--- src/rtl/affine_pkg.sv ---
// Shared types and sizes for the affine interpolation filter front end.
package affine_pkg;

  localparam int REF_ROWS   = 9;
  localparam int PEL_W      = 8;
  localparam int ROW_W      = REF_ROWS * PEL_W;
  localparam int FRAC_W     = 5;
  localparam int CUR_ADDR_W = 13;
  localparam int ROW_IDX_W  = 4;

  typedef enum logic [1:0] {
    IDLE,
    FETCH,
    DRAIN,
    PUBLISH
  } load_state_t;

endpackage

--- src/rtl/ref_row_stage.sv ---
// Nine-row staging buffer that collects one reference window row by row.
// Rows are written one at a time by index and read out all at once.
module ref_row_stage
  import affine_pkg::*;
(
  input  logic                 clk,
  input  logic                 rst_n,
  input  logic                 wr_en,
  input  logic [ROW_IDX_W-1:0] wr_idx,
  input  logic [ROW_W-1:0]     wr_data,
  output logic [ROW_W-1:0]     rows [0:REF_ROWS-1]
);

  // Write the addressed row; indices beyond the last row are ignored.
  always_ff @(posedge clk or negedge rst_n) begin
    if (!rst_n) begin
      for (int i = 0; i < REF_ROWS; i++) rows[i] <= '0;
    end else begin
      for (int i = 0; i < REF_ROWS; i++) begin
        if (wr_en && wr_idx == ROW_IDX_W'(i)) rows[i] <= wr_data;
      end
    end
  end

endmodule

--- src/rtl/ref_window_loader.sv ---
// Reference window loader: takes one 4x4 sub-block request, fetches nine
// reference rows from the line SRAM, and publishes the finished window to
// the interpolation filter with a one-cycle export pulse.
module ref_window_loader
  import affine_pkg::*;
#(
  parameter int ADDR_W  = 13,
  parameter int STRIDE  = 16,
  parameter int MIN_GAP = 3
) (
  input  logic                         clk,
  input  logic                         rst_n,
  input  logic                         req_valid,
  output logic                         req_ready,
  input  logic [ADDR_W-1:0]            req_base_addr,
  input  logic [FRAC_W-1:0]            req_frac_x,
  input  logic [FRAC_W-1:0]            req_frac_y,
  input  logic                         req_enab_prof,
  input  logic [CUR_ADDR_W-1:0]        req_cur_addr0,
  input  logic [CUR_ADDR_W-1:0]        req_cur_addr1,
  input  logic [CUR_ADDR_W-1:0]        req_cur_addr2,
  input  logic [CUR_ADDR_W-1:0]        req_cur_addr3,
  output logic                         ref_rd_en,
  output logic [ADDR_W-1:0]            ref_rd_addr,
  input  logic [ROW_W-1:0]             ref_rd_data,
  output logic                         en,
  output logic                         export_data_filter,
  output logic signed [ROW_W-1:0]      ref_Pel_4 [0:REF_ROWS-1],
  output logic [FRAC_W-1:0]            vect_4para_Frac_x,
  output logic [FRAC_W-1:0]            vect_4para_Frac_y,
  output logic                         enab_prof_in,
  output logic [CUR_ADDR_W-1:0]        cur_addr0_in,
  output logic [CUR_ADDR_W-1:0]        cur_addr1_in,
  output logic [CUR_ADDR_W-1:0]        cur_addr2_in,
  output logic [CUR_ADDR_W-1:0]        cur_addr3_in
);

  localparam int                   GAP_W     = (MIN_GAP < 1) ? 1 : $clog2(MIN_GAP + 1);
  localparam logic [GAP_W-1:0]     GAP_SAT   = GAP_W'(MIN_GAP);
  localparam logic [ADDR_W-1:0]    ADDR_STEP = ADDR_W'(STRIDE);
  localparam logic [ROW_IDX_W-1:0] LAST_ROW  = ROW_IDX_W'(REF_ROWS - 1);

  load_state_t            state;
  logic [ROW_IDX_W-1:0]   row_cnt;
  logic [ROW_IDX_W-1:0]   cap_idx;
  logic                   data_valid;
  logic [GAP_W-1:0]       gap_cnt;
  logic                   publish_now;
  logic                   accept;
  logic [ROW_W-1:0]       stage_rows [0:REF_ROWS-1];
  logic [ROW_W-1:0]       window     [0:REF_ROWS-1];

  logic [FRAC_W-1:0]      held_frac_x;
  logic [FRAC_W-1:0]      held_frac_y;
  logic                   held_prof;
  logic [CUR_ADDR_W-1:0]  held_cur0;
  logic [CUR_ADDR_W-1:0]  held_cur1;
  logic [CUR_ADDR_W-1:0]  held_cur2;
  logic [CUR_ADDR_W-1:0]  held_cur3;

  assign accept      = (state == IDLE) && req_valid && req_ready;
  assign publish_now = ((state == DRAIN) || (state == PUBLISH)) && (gap_cnt >= GAP_SAT);

  ref_row_stage u_stage (
    .clk     (clk),
    .rst_n   (rst_n),
    .wr_en   (data_valid),
    .wr_idx  (cap_idx),
    .wr_data (ref_rd_data),
    .rows    (stage_rows)
  );

  // Staged window with the row landing this cycle bypassed in, so DRAIN can
  // publish on the same edge that the last row arrives.
  always_comb begin
    for (int i = 0; i < REF_ROWS; i++) begin
      window[i] = stage_rows[i];
      if (data_valid && cap_idx == ROW_IDX_W'(i)) window[i] = ref_rd_data;
    end
  end

  // Track which staging row the SRAM data returning this cycle belongs to.
  always_ff @(posedge clk or negedge rst_n) begin
    if (!rst_n) begin
      data_valid <= 1'b0;
      cap_idx    <= '0;
    end else begin
      data_valid <= ref_rd_en;
      if (accept)          cap_idx <= '0;
      else if (data_valid) cap_idx <= cap_idx + 1'b1;
    end
  end

  // Cycles since the last export, saturating so the first export is never held.
  always_ff @(posedge clk or negedge rst_n) begin
    if (!rst_n)                gap_cnt <= GAP_SAT;
    else if (publish_now)      gap_cnt <= '0;
    else if (gap_cnt < GAP_SAT) gap_cnt <= gap_cnt + 1'b1;
  end

  // Request FSM with registered read strobe, window outputs and handshake.
  always_ff @(posedge clk or negedge rst_n) begin
    if (!rst_n) begin
      state              <= IDLE;
      req_ready          <= 1'b1;
      ref_rd_en          <= 1'b0;
      ref_rd_addr        <= '0;
      row_cnt            <= '0;
      en                 <= 1'b0;
      export_data_filter <= 1'b0;
      vect_4para_Frac_x  <= '0;
      vect_4para_Frac_y  <= '0;
      enab_prof_in       <= 1'b0;
      cur_addr0_in       <= '0;
      cur_addr1_in       <= '0;
      cur_addr2_in       <= '0;
      cur_addr3_in       <= '0;
      held_frac_x        <= '0;
      held_frac_y        <= '0;
      held_prof          <= 1'b0;
      held_cur0          <= '0;
      held_cur1          <= '0;
      held_cur2          <= '0;
      held_cur3          <= '0;
      for (int i = 0; i < REF_ROWS; i++) ref_Pel_4[i] <= '0;
    end else begin
      export_data_filter <= 1'b0;
      case (state)
        IDLE: begin
          if (accept) begin
            held_frac_x <= req_frac_x;
            held_frac_y <= req_frac_y;
            held_prof   <= req_enab_prof;
            held_cur0   <= req_cur_addr0;
            held_cur1   <= req_cur_addr1;
            held_cur2   <= req_cur_addr2;
            held_cur3   <= req_cur_addr3;
            ref_rd_en   <= 1'b1;
            ref_rd_addr <= req_base_addr;
            row_cnt     <= '0;
            req_ready   <= 1'b0;
            state       <= FETCH;
          end
        end
        FETCH: begin
          if (row_cnt == LAST_ROW) begin
            ref_rd_en <= 1'b0;
            state     <= DRAIN;
          end else begin
            row_cnt     <= row_cnt + 1'b1;
            ref_rd_addr <= ref_rd_addr + ADDR_STEP;
          end
        end
        DRAIN, PUBLISH: begin
          if (publish_now) begin
            for (int i = 0; i < REF_ROWS; i++) ref_Pel_4[i] <= $signed(window[i]);
            vect_4para_Frac_x  <= held_frac_x;
            vect_4para_Frac_y  <= held_frac_y;
            enab_prof_in       <= held_prof;
            cur_addr0_in       <= held_cur0;
            cur_addr1_in       <= held_cur1;
            cur_addr2_in       <= held_cur2;
            cur_addr3_in       <= held_cur3;
            export_data_filter <= 1'b1;
            en                 <= 1'b1;
            req_ready          <= 1'b1;
            state              <= IDLE;
          end else begin
            state <= PUBLISH;
          end
        end
        default: state <= IDLE;
      endcase
    end
  end

endmodule

--- config.mk ---
export PLATFORM = sky130hd
export DESIGN_NAME = ref_window_loader
export DESIGN_NICKNAME = d
export VERILOG_FILES = /design/src/rtl/affine_pkg.sv /design/src/rtl/ref_row_stage.sv /design/src/rtl/ref_window_loader.sv
export SDC_FILE = /design/constraint.sdc
export NUM_CORES = 2
export LEC_CHECK = 0
export ABC_AREA = 1
export CELL_PAD_IN_SITES_DETAIL_PLACEMENT = 0
export CELL_PAD_IN_SITES_GLOBAL_PLACEMENT = 1
export CORE_MARGIN = 5
export CORE_UTILIZATION = 45
export CTS_BUF_LIST = sky130_fd_sc_hd__clkbuf_4 sky130_fd_sc_hd__clkbuf_8
export DETAILED_ROUTE_END_ITERATION = 10
export GPL_ROUTABILITY_DRIVEN = 0
export HOLD_SLACK_MARGIN = 0.15
export PLACE_DENSITY = 0.9
export SLEW_MARGIN = 40
export SYNTH_ARGS = -nofsm -noshare
export SYNTH_HDL_FRONTEND = slang
export SYNTH_SLANG_ARGS = --single-unit
--- constraint.sdc ---
create_clock -name clk -period 2.81 [get_ports clk]
set_input_delay 0.843 -clock clk [delete_from_list [all_inputs] [get_ports clk]]
set_output_delay 0.843 -clock clk [all_outputs]
set_load 0.02 [all_outputs]
==> results.sh <==
export IMPL_design_area_mm2=0.06859
export IMPL_cpLargestDelayFamily="buffers and inverters"
export IMPL_start_util=0.4523
export IMPL_grt_util_all_layers=0.2627
export IMPL_synth_cell_type_count=25
export IMPL_post_route_util=0.5817
export IMPL_synth_seq_area_share=0.6813
export IMPL_finalWorstSetupSlack_ns=0.09622
export IMPL_switchingPower_w=0.03676
export IMPL_firstDrtPassIters=6
export IMPL_grt_max_degree=146
export IMPL_dp_worst_setup_slack_ns=0.4393
export IMPL_worst_slew_pin_slew_ns=0.6035
export IMPL_sw_frac_of_total=0.4058
export IMPL_finalHoldViolCount=0
export IMPL_seq_area_mm2=0.03634
export IMPL_p_comb_frac=0.384
export IMPL_synthCells=5641
export IMPL_clock_latency_ns=0.92
export IMPL_synth_xor_area_share=0
export IMPL_wire_per_inst_um=20.08
export IMPL_cts_setup_buffers=0
export IMPL_critPathLaunchType="flip-flop"
export IMPL_cp_arrival_ns=1.87
export IMPL_path_buf_inv=1
export IMPL_critPathMaxFanout=2
export IMPL_hpwlAfterDp_um=109200
export IMPL_cp_required_ns=1.97
export IMPL_run_status="finished, final reports clean"
export IMPL_die_area_mm2=0.1255
export IMPL_cpPeakStageDelay_ns=0.63
export IMPL_reg2regPathDepth=6
export IMPL_post_drt_via_cell_ratio=5.036
export IMPL_tritoncts="yes"
export IMPL_coreArea_mm2=0.1179
export IMPL_floorplan_rows=126
export IMPL_holdPathStages=0
export IMPL_port_buffers=878
export IMPL_final_fill_count=10260
export IMPL_synth_simple_gate_area_frac=0.2100
export IMPL_synth_fp_nets=5800
export IMPL_drive_above_1_share=0.08098
export IMPL_die_h_um=354.3
export IMPL_clock_root_buffer="clkbuf_8"
export IMPL_drcViolationCount=0
export IMPL_finClkSkew_ns=0.06660
export IMPL_vias=41650
export IMPL_worstSetupPathDepth=1
export IMPL_nets=6721
export IMPL_ir_drop_mv=0.7230
export IMPL_clkPwrFrac=0.206
export IMPL_multi_input_area_mm2=0.01513
export IMPL_cp_cell_sequence="clkdlybuf4s50_1"
export IMPL_ant_nets=0
export IMPL_syn2layout_area_growth_pct=28.60
export IMPL_min_period_ns=2.714
export IMPL_worstSetupEndpointType="output pin"
export IMPL_synth_seq_cells=1452
export IMPL_totalWireLength_um=166100
export IMPL_clock_sinks=1452
export IMPL_synth_area_per_cell_um2=9.456
export IMPL_instances_no_fill=8271
export IMPL_ys_warn_count=0
export IMPL_p_seq_frac=0.410
export IMPL_place_inst=7871
export IMPL_numCtsBuffers=224
export IMPL_fmax_ghz=0.3685
export IMPL_path_clk_slew_ns=0.06
export IMPL_hold_class="reg -> reg"
export IMPL_h_tree_depth=4
export IMPL_leakagePower_nw=36.86
export IMPL_overflow=0
export IMPL_grt_pass1_vias=42150
export IMPL_critPathKind="reg -> out"
export IMPL_clockBufferDepth=3
export IMPL_power_density_mw_per_mm2=1320
export IMPL_synth_compound_area_frac=0.06918
export IMPL_setup_viol=0
export IMPL_intPower_w=0.05381
export IMPL_p_total_w=0.09057
export IMPL_antenna_found_initial=12
export IMPL_crit_slowest_cell="clkdlybuf4s50_1"
export IMPL_fp_dieW_um=354.3
export IMPL_drv_cap=0
export IMPL_drt_iter0_drc=3533
export IMPL_post_route_period_util=0.9658
export IMPL_muxShareOfSynthArea=0
export IMPL_slew_headroom=0.5976
export IMPL_postPlaceCellArea_mm2=0.06444
export IMPL_synth_top_family_by_area="simple AND/OR/NAND/NOR gates"
export IMPL_grt_pass1_wl_um=255800
export IMPL_synth_adder_area_share=0.001877
export IMPL_syn_cell_area_mm2=0.05334
export IMPL_boundaryPins=879
export IMPL_slew_viol_final=0
registers in the layout, indices dropped and copies added (netlist names), 5 cells and up:
name,flops
cur_addr2_in,13
held_cur0,13
held_cur1,13
held_frac_y,5
ref_Pel_4,648
u_stage.rows,648
held_frac_x,5
held_cur2,13
cur_addr3_in,13
vect_4para_Frac_x,5
cur_addr0_in,13
held_cur3,13
ref_rd_addr,13
cur_addr1_in,13
vect_4para_Frac_y,5
cell usage after synthesis, drive strengths merged:
master	count	share of area
nand3	19	0.0019
clkinv	2	0.00014
nand2	2920	0.21
a31oi	1	0.00012
or2	5	0.00059
inv	168	0.012
dfstp	3	0.0015
buf	135	0.013
nor2	19	0.0015
dfrtp	1449	0.68
a21oi	3	0.00028
nor3	2	0.00019
o21ai	730	0.068
o211ai	1	0.00014
a21boi	1	0.00014
clkbuf	175	0.012
ha	8	0.0019
per-layer routing:
layer / GRT usage / vias up / routed length (µm)
met1: 0.3494 / 20330 / 69420
met4: 0.1254 / 12 / 8659
met2: 0.4056 / 1523 / 75410
li1: - / 19440 / -
met5: 0 / - / 72
met3: 0.06875 / 349 / 12540
path summary, 6_finish.rpt:
path                                  end      startpoint  slack, ns
max                        ref_Pel_4[427]  ref_Pel_4[427]        0.1
min                            data_valid       ref_rd_en       0.45
max reg2reg                 ref_Pel_4[74]      cap_idx[3]       0.57
min reg2reg                    data_valid       ref_rd_en       0.45
max in group asynchronous  ref_Pel_4[114]           rst_n       1.22
min in group asynchronous  ref_Pel_4[600]           rst_n       0.55
repair_timing:
| item | CTS | global route |
|---|---|---|
| endpoints found under the hold margin | 18 | 0 |
| hold buffers | 1 | 0 |
| endpoints found under the setup margin | 609 | 33 |
| gates resized for setup | 609 | 33 |
cells in the final DEF, fill, tap and decap left out, drive strengths merged, types with 5 or more instances in the layout:
cell,Yosys,routed
ha,8,8
nand2,2920,2920
diode,0,5
nand3,19,19
inv,168,179
nor2,19,19
clkdlybuf4s50,0,235
clkinv,2,22
o21ai,730,730
dlymetal6s2s,0,33
dfrtp,1449,1449
clkbuf,175,358
buf,135,127
or2,5,5
dlygate4sd2,0,609
cells by family after synthesis:
family,Yosys count
adder cells (fa/ha/maj),8
flip-flops,1452
AO/OA/AOI/OAI,736
AND/OR/NAND/NOR,2965
buffers and inverters,480
power groups by stage:
stage / sequential [W] / clock, W / combinational (W)
floorplan: 0.0411 / 0 / 0.0153
global placement: 0.0372 / 0 / 0.0369
detailed placement: 0.0373 / 0 / 0.0378
CTS: 0.0370 / 0.0190 / 0.0351
global route: 0.0380 / 0.0200 / 0.0385
finish: 0.0371 / 0.0187 / 0.0348
cell type report:
cell class | count | share of cell area
flip-flops and latches | 1452 | 0.5298
multi-input cells | 3709 | 0.2206
repair buffers | 1005 | 0.1419
clock buffers | 358 | 0.06454
well taps | 1536 | 0.02802
inverters | 170 | 0.009412
clock inverters | 36 | 0.005618
diodes | 5 | 0.0001824
through the flow:
step                hold slack, ns  setup TNS (ns)
detailed placement          0.4339               0
global route                0.4245       -0.006092
CTS                         0.4000               0
floorplan                   0.4422               0
finish                      0.4503               0
global placement            0.4336               0
Note: power is estimated with default switching activity, not from simulation.
==> edit (config.mk and constraints unchanged) <==
`ADDR_W`: 13 -> 11.
--- a/src/rtl/ref_window_loader.sv
+++ b/src/rtl/ref_window_loader.sv
@@ -4,7 +4,7 @@
 module ref_window_loader
   import affine_pkg::*;
 #(
-  parameter int ADDR_W  = 13,
+  parameter int ADDR_W  = 11,
   parameter int STRIDE  = 16,
   parameter int MIN_GAP = 3
 ) (
Ports: changed (resized ref_rd_addr and req_base_addr); port bits go from 879 to 875. The function was not compared with the original's and may differ.
==> edit against the original RTL <==
  * Sequential cell count decreased by 2
  * Area after synthesis increased by 3.6%
  * Utilization decreased by 0.36 points
  * Sequential share of layout area decreased by 1.5 points
  * Power increased by 0.64%
  * Setup slack improved by 0.061 ns
  * Sequential power decreased by 2%
  * Non-clock buffer count increased by 51
  * Final area increased by 2.7%
  * Largest cell class unchanged
  * Clock skew increased by 0.0013 ns
  * Wire length increased by 5.6%
==> edit: results (changes against the original RTL) <==
----------------------------------------------------
[Yosys]
  Sequential fraction of the synthesis area ... 0.657 (was 0.681)
  Post-synth net total ... 6132 (was 5800)
  Number of distinct library cells after synthesis ... 27 (was 25)
  Dominant cells by area after synthesis ... dfrtp_1 (66%), nand2_1 (16%), o21ai_1 (7.3%) (was dfrtp_1 (68%), nand2_1 (20%), o21ai_1 (6.0%))
  Syn_area_per_cell ... 9.25 µm² (was 9.46 µm²)
  Cell types with the highest counts after synthesis ... nand2_1 (2309), dfrtp_1 (1447), inv_1 (819), o21ai_1 (807), o21ai_0 (213) (was nand2_1 (2912), dfrtp_1 (1449), o21ai_1 (644), clkbuf_1 (175), inv_1 (166))

[Setup path]
  Slowest stage delay, CP ... 0.51 ns (was 0.63 ns)
  Beginning of the critical path ... ref_Pel_4[646]$_DFFE_PN0P_ (was ref_Pel_4[427]$_DFFE_PN0P_)
  Register-to-Register Path Depth ... 9 (was 6)
  Capture point of the worst reg-to-reg path ... ref_Pel_4[152]$_DFFE_PN0P_ (was ref_Pel_4[74]$_DFFE_PN0P_)
  Crit path to ... ref_Pel_4[646] (was ref_Pel_4[427])

[Pwr]
  PwrDens ... 1290 nW/µm² (was 1320 nW/µm²)
  Sw Share ... 0.412 (was 0.406)
  Leakage ... 39.2 nW (was 36.9 nW)
  Worst supply voltage drop on vdd ... 590 µV (was 723 µV)
  Combinational group share of total power ... 0.396 (was 0.384)

[Timing]
  Headroom to the max-slew limit ... 0.561 (was 0.598)
  Worst-case clock skew ... 0.0679 ns (was 0.0666 ns)

[Placed design]
  Dpl cell area ... 66500 µm² (was 64400 µm²)
  Worst setup slack after placement ... 0.350 ns (was 0.439 ns)

[Route]
  Mean routed wirelength per cell ... 20.0 µm (was 20.1 µm)
  Sum of routed wire length over all layers ... 175000 µm (was 166000 µm)

[Hold path]
  Startpoint of the lowest-slack hold path ... req_cur_addr1[4] (was ref_rd_en$_DFFE_PN0P_)
  Hold/Removal Path Class ... in2reg (was reg2reg)

[Final layout]
  Area occupied by registers ... 36300 µm² (about the same)
  Fill cell count ... 10870 (was 10264)
  Layout overhead on the synthesized area ... 27.5% (was 28.6%)
  Nets ... 7107 (was 6721)
  Share of cell area taken by multi-input logic gates ... 0.203 (was 0.221)
  Non-clock buffer total of the final layout ... 1056 (was 1005)
  Total number of multi-input combinational cells ... 3393 (was 3709)

[Run status]
  Result of the run ... finished, final reports clean (unchanged)

[Clock network]
  Inserted Clock Buffers ... 227 (was 224)

[Global routing]
  First-pass GRT wire length ... 266000 µm (was 256000 µm)

----------------------------------------------------
[edit: cell types whose count changed after synthesis, sizes merged, moves of 2 or more]
cell / change
o21bai: +2
o21ai: +290
inv: +654
or2: +2
clkinv: -2
nor2: -6
nand2: -602
nand3: -2
dfrtp: -2
[edit: per-layer routing]
layer / up-vias / GRT usage / wire, µm
met5: - / 0 / 0
met4: 0 / 0.135 / 9490
met3: 340 / 0.0718 / 13000
met2: 1382 / 0.445 / 84500
met1: 20789 / 0.324 / 68400
li1: 20258 / - / -
[edit: worst min-delay path: stages]
cell,delay (ns)
clkdlybuf4s50_1,0.39
nand2_1,0.06
nand2_1,0.04
[edit: kinds of logic after synthesis]
family	synth area share
AND/OR/NAND/NOR	0.162
buffers and inverters	0.0858
AO/OA/AOI/OAI	0.0933
adder cells (fa/ha/maj)	0.00181
flip-flops	0.657
[edit: timing repair]
item | in CTS | in global routing
buffers inserted | 0 | 0
resized for setup | 728 | 0
setup endpoints to repair | 726 | 0
hold buffers | 1 | 0
endpoints found under the hold margin | 73 | 0
